===== src/rtl/fetch_unit.sv =====
// Instruction fetch stage: owns the program counter, issues one-cycle-latency
// reads to instruction memory and buffers responses in a 2-entry skid FIFO.
module fetch_unit #(
  parameter int                  ADDR_W   = 10,
  parameter int                  DATA_W   = 32,
  parameter logic [ADDR_W-1:0]   RESET_PC = '0
) (
  input  logic              clk,
  input  logic              rst_n,
  output logic [ADDR_W-1:0] pc_out,
  input  logic [DATA_W-1:0] insn_in,
  input  logic              fetch_en,
  input  logic              redirect_valid,
  input  logic [ADDR_W-1:0] redirect_pc,
  output logic              fetch_valid,
  output logic [DATA_W-1:0] fetch_insn,
  output logic [ADDR_W-1:0] fetch_pc,
  input  logic              fetch_ready
);

  typedef struct packed {
    logic [ADDR_W-1:0] pc;
    logic [DATA_W-1:0] insn;
  } entry_t;

  logic [ADDR_W-1:0] pc_reg;
  logic              req_valid;
  logic [ADDR_W-1:0] req_pc;

  entry_t            fifo [2];
  logic              rd_ptr;
  logic              wr_ptr;
  logic [1:0]        count;

  logic              push;
  logic              pop;
  logic [2:0]        occ_next;
  logic              issue;

  // The response of the read in flight is always accepted unless a redirect
  // kills it; issue is throttled on the post-update occupancy so that the
  // FIFO can never be asked to hold a third entry.
  always_comb begin
    push     = req_valid && !redirect_valid;
    pop      = fetch_valid && fetch_ready;
    occ_next = 3'(count) + 3'(push) - 3'(pop);
    issue    = fetch_en && !redirect_valid && (occ_next < 3'd2);
  end

  assign pc_out      = pc_reg;
  assign fetch_valid = (count != 2'd0);
  assign fetch_insn  = fifo[rd_ptr].insn;
  assign fetch_pc    = fifo[rd_ptr].pc;

  // NOTE: all state here is written with non-blocking assignments so every
  // register samples the pre-edge values; blocking writes would let later
  // statements in this block see half-updated state.
  always_ff @(posedge clk) begin
    if (!rst_n) begin
      pc_reg    <= RESET_PC;
      req_valid <= 1'b0;
      req_pc    <= '0;
      rd_ptr    <= 1'b0;
      wr_ptr    <= 1'b0;
      count     <= 2'd0;
      // NOTE: the storage array is cleared too, because the head entry is
      // visible on fetch_insn/fetch_pc and must read as zero after reset.
      for (int i = 0; i < 2; i++) begin
        fifo[i] <= '0;
      end
    end else if (redirect_valid) begin
      pc_reg    <= redirect_pc;
      req_valid <= 1'b0;
      rd_ptr    <= 1'b0;
      wr_ptr    <= 1'b0;
      count     <= 2'd0;
    end else begin
      if (push) begin
        fifo[wr_ptr] <= '{pc: req_pc, insn: insn_in};
        wr_ptr       <= ~wr_ptr;
      end
      if (pop) begin
        rd_ptr <= ~rd_ptr;
      end
      count     <= occ_next[1:0];
      req_valid <= issue;
      if (issue) begin
        req_pc <= pc_reg;
        pc_reg <= pc_reg + ADDR_W'(1);
      end
    end
  end

endmodule


===== config.mk =====
export PLATFORM = sky130hd
export DESIGN_NAME = fetch_unit
export DESIGN_NICKNAME = d
export VERILOG_FILES = /design/src/rtl/fetch_unit.sv
export SDC_FILE = /design/constraint.sdc
export NUM_CORES = 1
export LEC_CHECK = 0
export ABC_CLOCK_PERIOD_IN_PS = 3800
export BUFFER_PORTS_ARGS = -buffer_cell sky130_fd_sc_hd__buf_2
export CAP_MARGIN = 20
export CORE_AREA = 2 2 103 105
export DETAILED_ROUTE_END_ITERATION = 16
export DIE_AREA = 0 0 105 107
export PLACE_DENSITY_LB_ADDON = 0.3
export SYNTH_ARGS = -nofsm -noshare
export SYNTH_HDL_FRONTEND = slang
export SYNTH_SLANG_ARGS = --single-unit

===== constraint.sdc =====
create_clock -name clk -period 3.8 [get_ports clk]
set_input_delay 0.19 -clock clk [delete_from_list [all_inputs] [get_ports clk]]
set_output_delay 0.19 -clock clk [all_outputs]
set_load 0.02 [all_outputs]

Word level (Yosys, flattened, before mapping) --
Memories as Yosys holds them, arrays and structs flattened. A register that Yosys moved wholly into a read port is not among the register bits. Index checks and enable logic that the tools add are counted.
Word-level totals: register bits after elaboration 25, latch bits 0, memory bits (writable) 84, bits in read-only memories 0, bits of input ports 47, output and inout port bits 53, logic and storage cells 37, memories kept 1
Cells by class: add/sub/neg operators 3, $mul 0, div/mod/pow operators 0, $lt $le $gt $ge 1, eq/ne operators 0, shifts and indexed selects 0, muxes and demuxes 12, bitwise logic cells 4, reduce and logical (&&, ||, !) cells 10
Memories:
- fifo | words 2, bits a word 42, rd ports 1, clocked after memory_dff 1, wr ports 2, line 30 | entry_t fifo [2];
Operators by type and width (count):
- $mux W42 | 1
- $reduce_or A42 Y1 | 1
- $mux W10 | 2
- $add A10 B1 Y10 const B | 1
- $mux W1 | 9
- $logic_and A1 B1 Y1 | 4
- $not A1 Y1 | 4
- $reduce_bool A2 Y1 | 2
- $add A2 B1 Y3 | 1
- $lt A3 B2 Y1 const B | 1
- $sub A3 B1 Y3 | 1
- $reduce_and A2 Y1 | 1
- $reduce_or A2 Y1 | 1
- $logic_not A1 Y1 | 1

Depth between registers and ports, before layout --
depth in word-level cells 8, depth in mapped cells 11, depth with buffers taken out 10

Worst setup path before layout --
No wires, ideal clock.
kind register -> register, start point register req_valid, end point memory fifo[1][0] (netlist bit) (enable), arrival time 3.453 ns, data required time 3.300 ns, setup slack -0.153 ns, cell stages (with the launch flop) 3, path buffers 0, path through dfxtp_1 > nand2_1 > o21ai_0
RTL lines:
- start, declared | line 27 | logic req_valid;
- start signal, assigned | line 86 | req_valid <= issue;
- end, declared | line 30

Final worst setup path --
start point register count[1], end point register req_pc[6]
On the way: word-level cells in the longest chain between the ends 6, elaborated cells between the ends (all ways) 7
Ends and longest elaborated chain:
- start, declared | line 33 | logic [1:0] count;
- start signal, assigned | line 85 | count <= occ_next[1:0];
- $reduce_bool A2 Y1 | line 51 | assign fetch_valid = (count != 2'd0);
- $logic_and A1 B1 Y1 | line 45 | pop = fetch_valid && fetch_ready;
- named net pop | line 36 | logic pop;
- $sub A3 B1 Y3 | line 46 | occ_next = 3'(count) + 3'(push) - 3'(pop);
- named net occ_next[1] | line 37 | logic [2:0] occ_next;
- $lt A3 B2 Y1 | line 47 | issue = fetch_en && !redirect_valid && (occ_next < 3'd2);
- $logic_and A1 B1 Y1 | line 47
- $reduce_and A2 Y1 (no line)
- end signal, assigned | line 88 | req_pc <= pc_reg;
- end, declared | line 28 | logic [ADDR_W-1:0] req_pc;
The timed path passes the listed nets, and every way through them passes these cells. A chain may end at the register's enable or synchronous reset.

==> run summary <==
Post-CTS Setup Repair Bufs: 0
EDFF count, synth: 84
CTS H-tree depth: 3
Post-synth net total: 405
Pwr/cell area: 402 nW/um2
Slew HR: 0.305
Clk sinks: 110
Row Count: 37
CP Launch Type: register
Syn avg cell area: 13.6 um2
Largest fanout on the critical path: 11
Fin area: 5710 um2
Vias in the first global route: 2,957
Post-CTS sizing: 0
Status: complete, no violations
Share of cells above drive strength 1: 0.389
Initial detailed-routing violation count: 85
Critical path arrival: 3190 ps
Starting density of the core: 0.478
Final HPWL DP: 5830 um
Max-Cap Viols: 0
Sequential fraction of design power: 0.595
FF-to-FF path depth: 10
Post-synth top cells: and2_1, edfxtp_1, mux2_2
Mapped Area: 4830 um2
Count leader, synth: and2_1
DRC: 0
Worst endpoint required time: 4050 ps
Final setup viols: 0
Hold bufs inserted after CTS: 0
Switch share: 0.233
Syn. warnings: 0
Routed WL: 8810 um
Die area: 11,200 um2
Port bufs: 99
Tcrit/Tclk final: 0.776
Net Sw Power: 534 uW
RSZ-0062 raised after global routing: false
Vias per inst: 5.01
Setup TNS: 0 ps
Gate Count Post-Synth: 354
Crit path capture type: register
Clk root buf: clkbuf_8
Worst Tran Pin Value: 1040 ps
Total CTS buffers: 9
CTS tree: built
Longest Clk Path Bufs: 2
Leak: 2.34 nW
Die Y: 107 um
First-pass DRT Iterations: 4
Crit Path Class: reg -> reg
GRT Util Overall: 0.163
Int Pwr: 1.76 mW
Maximum vdd drop: 177 uV
Antenna-violating nets left: 0
Pin count of the biggest net entering global routing: 43
Final Wtd Congestion: 0.830
Final clock skew: 12.4 ps
CORE AREA: 10,100 um2
Post-DP Area: 5490 um2
Hold Crit Depth: 3
Clock insertion delay at the later pin of the skew report: 370 ps
Wire per inst: 14.8 um
CTS clk-pin slew, worst paths: 100 ps
First-pass GRT wire length: 14,200 um
Setup ws final: 851 ps
Synth Flop Type: edfxtp_1
Seq cells post-synth: 110
Min-Delay Path Class: in -> reg
Nets: 504
Register area share after synthesis: 0.631
Synth area leaders: edfxtp_1, and2_1, dfxtp_1
Top cell type's share of synthesized area: 0.523
Initial antenna violation count: 1
Cell variety after synth: 36
Area added between synthesis and finish: 18.3%
Combinational cell fraction of total power: 0.089
Ys async rst share: 0
GRT overflow: 0
Chip Width: 105 um
Final Max Tran Viols: 0
I/O pin total: 100
Clock Power Share: 0.316
Post-route minimum period: 2950 ps
Achievable frequency: 339 MHz
DP Worst Slack: 350 ps
Via count: 2,979
Final Hold Vio Count: 0
Synth area leader: edfxtp_1
## through the flow
stage / util / hold slack (ps) / cells / power, mW
2_1_floorplan: - / 340 / 354 / 1.51
3_5_place_dp: 0.544 / 464 / 577 / 1.60
6_report: 0.566 / 75.1 / 595 / 2.29
4_1_cts: 0.565 / 58.0 / 593 / 2.31
3_3_place_gp: 0.544 / 451 / 577 / 1.59
5_1_grt: 0.566 / 80.1 / 595 / 2.38
## registers in the layout (all words and copies together) (netlist names), named ones only
name and count:
wr_ptr 1, req_valid 1, rd_ptr 1, fifo 84
req_pc 10, count 2, pc_out 10
## kinds of logic after synthesis
family,after synthesis,synth area share
and+or+nand+nor,130,0.171
DFF,110,0.631
muxes,53,0.121
buffers and inverters,24,0.0228
AOI/OAI and AO/OA,23,0.0251
xor gates and xnor gates,10,0.0182
adders and majority gates,4,0.0119
## critical path, stage by stage (launching register included)
cell and delay, ps:
dfxtp_1 340, or2_2 310, and2_1 190, ha_1 280, inv_1 40, ha_1 180, fa_1 500, nand2b_2 290
or3_4 460, mux2i_1 190, nor2_1 50
## cell type report
class / instances / area [um2]
diodes: 1 / 2.50
clock inverters: 3 / 21.3
multi-input cells: 220 / 1700
flip-flops and latches: 110 / 3040
repair buffers: 107 / 556
well taps: 136 / 170
inverters: 5 / 18.8
clock buffers: 13 / 191
fillers: 877 / 4380
## final timing paths
check,start,to,slack [ps]
worst max-delay path,count[1]$_SDFF_PP0_,req_pc[6]$_SDFFE_PN0P_,850
worst min-delay path,redirect_pc[1],pc_out[1]$_SDFFE_PN0P_,80
worst max register to register,count[1]$_SDFF_PP0_,req_pc[6]$_SDFFE_PN0P_,850
worst min register to register,req_pc[2]$_SDFFE_PN0P_,req_pc[2]$_SDFFE_PN0P_,520
## metal layers
layer | vias to the layer above | routed length (um) | track usage
li1 | 1446 | - | -
met1 | 1450 | 3710 | 0.187
met2 | 71 | 4530 | 0.292
met3 | 12 | 386 | 0.0365
met4 | 0 | 183 | 0.0743
met5 | - | 0 | 0
## power by group through the flow
stage	Combinational [mW]	Clock (mW)	Sequential, mW
finish	0.203	0.726	1.37
global route	0.222	0.781	1.37
CTS	0.206	0.742	1.37
detailed placement	0.205	0	1.39
global placement	0.202	0	1.39
floorplan	0.118	0	1.40
## cell usage in the layout (no fill, tap or decap), types with 4 or more instances in the layout
cell type / n
buf_2: 99
and2_1: 85
dfxtp_1: 25
mux2_2: 42
edfxtp_1: 84
xnor2_1: 9
nand2_1: 5
a21oi_1: 10
clkbuf_8: 10
inv_1: 4
mux2i_1: 11
nor2_1: 14
o21ai_0: 9
buf_4: 8
No activity file was read; power rests on OpenSTA's default activity.
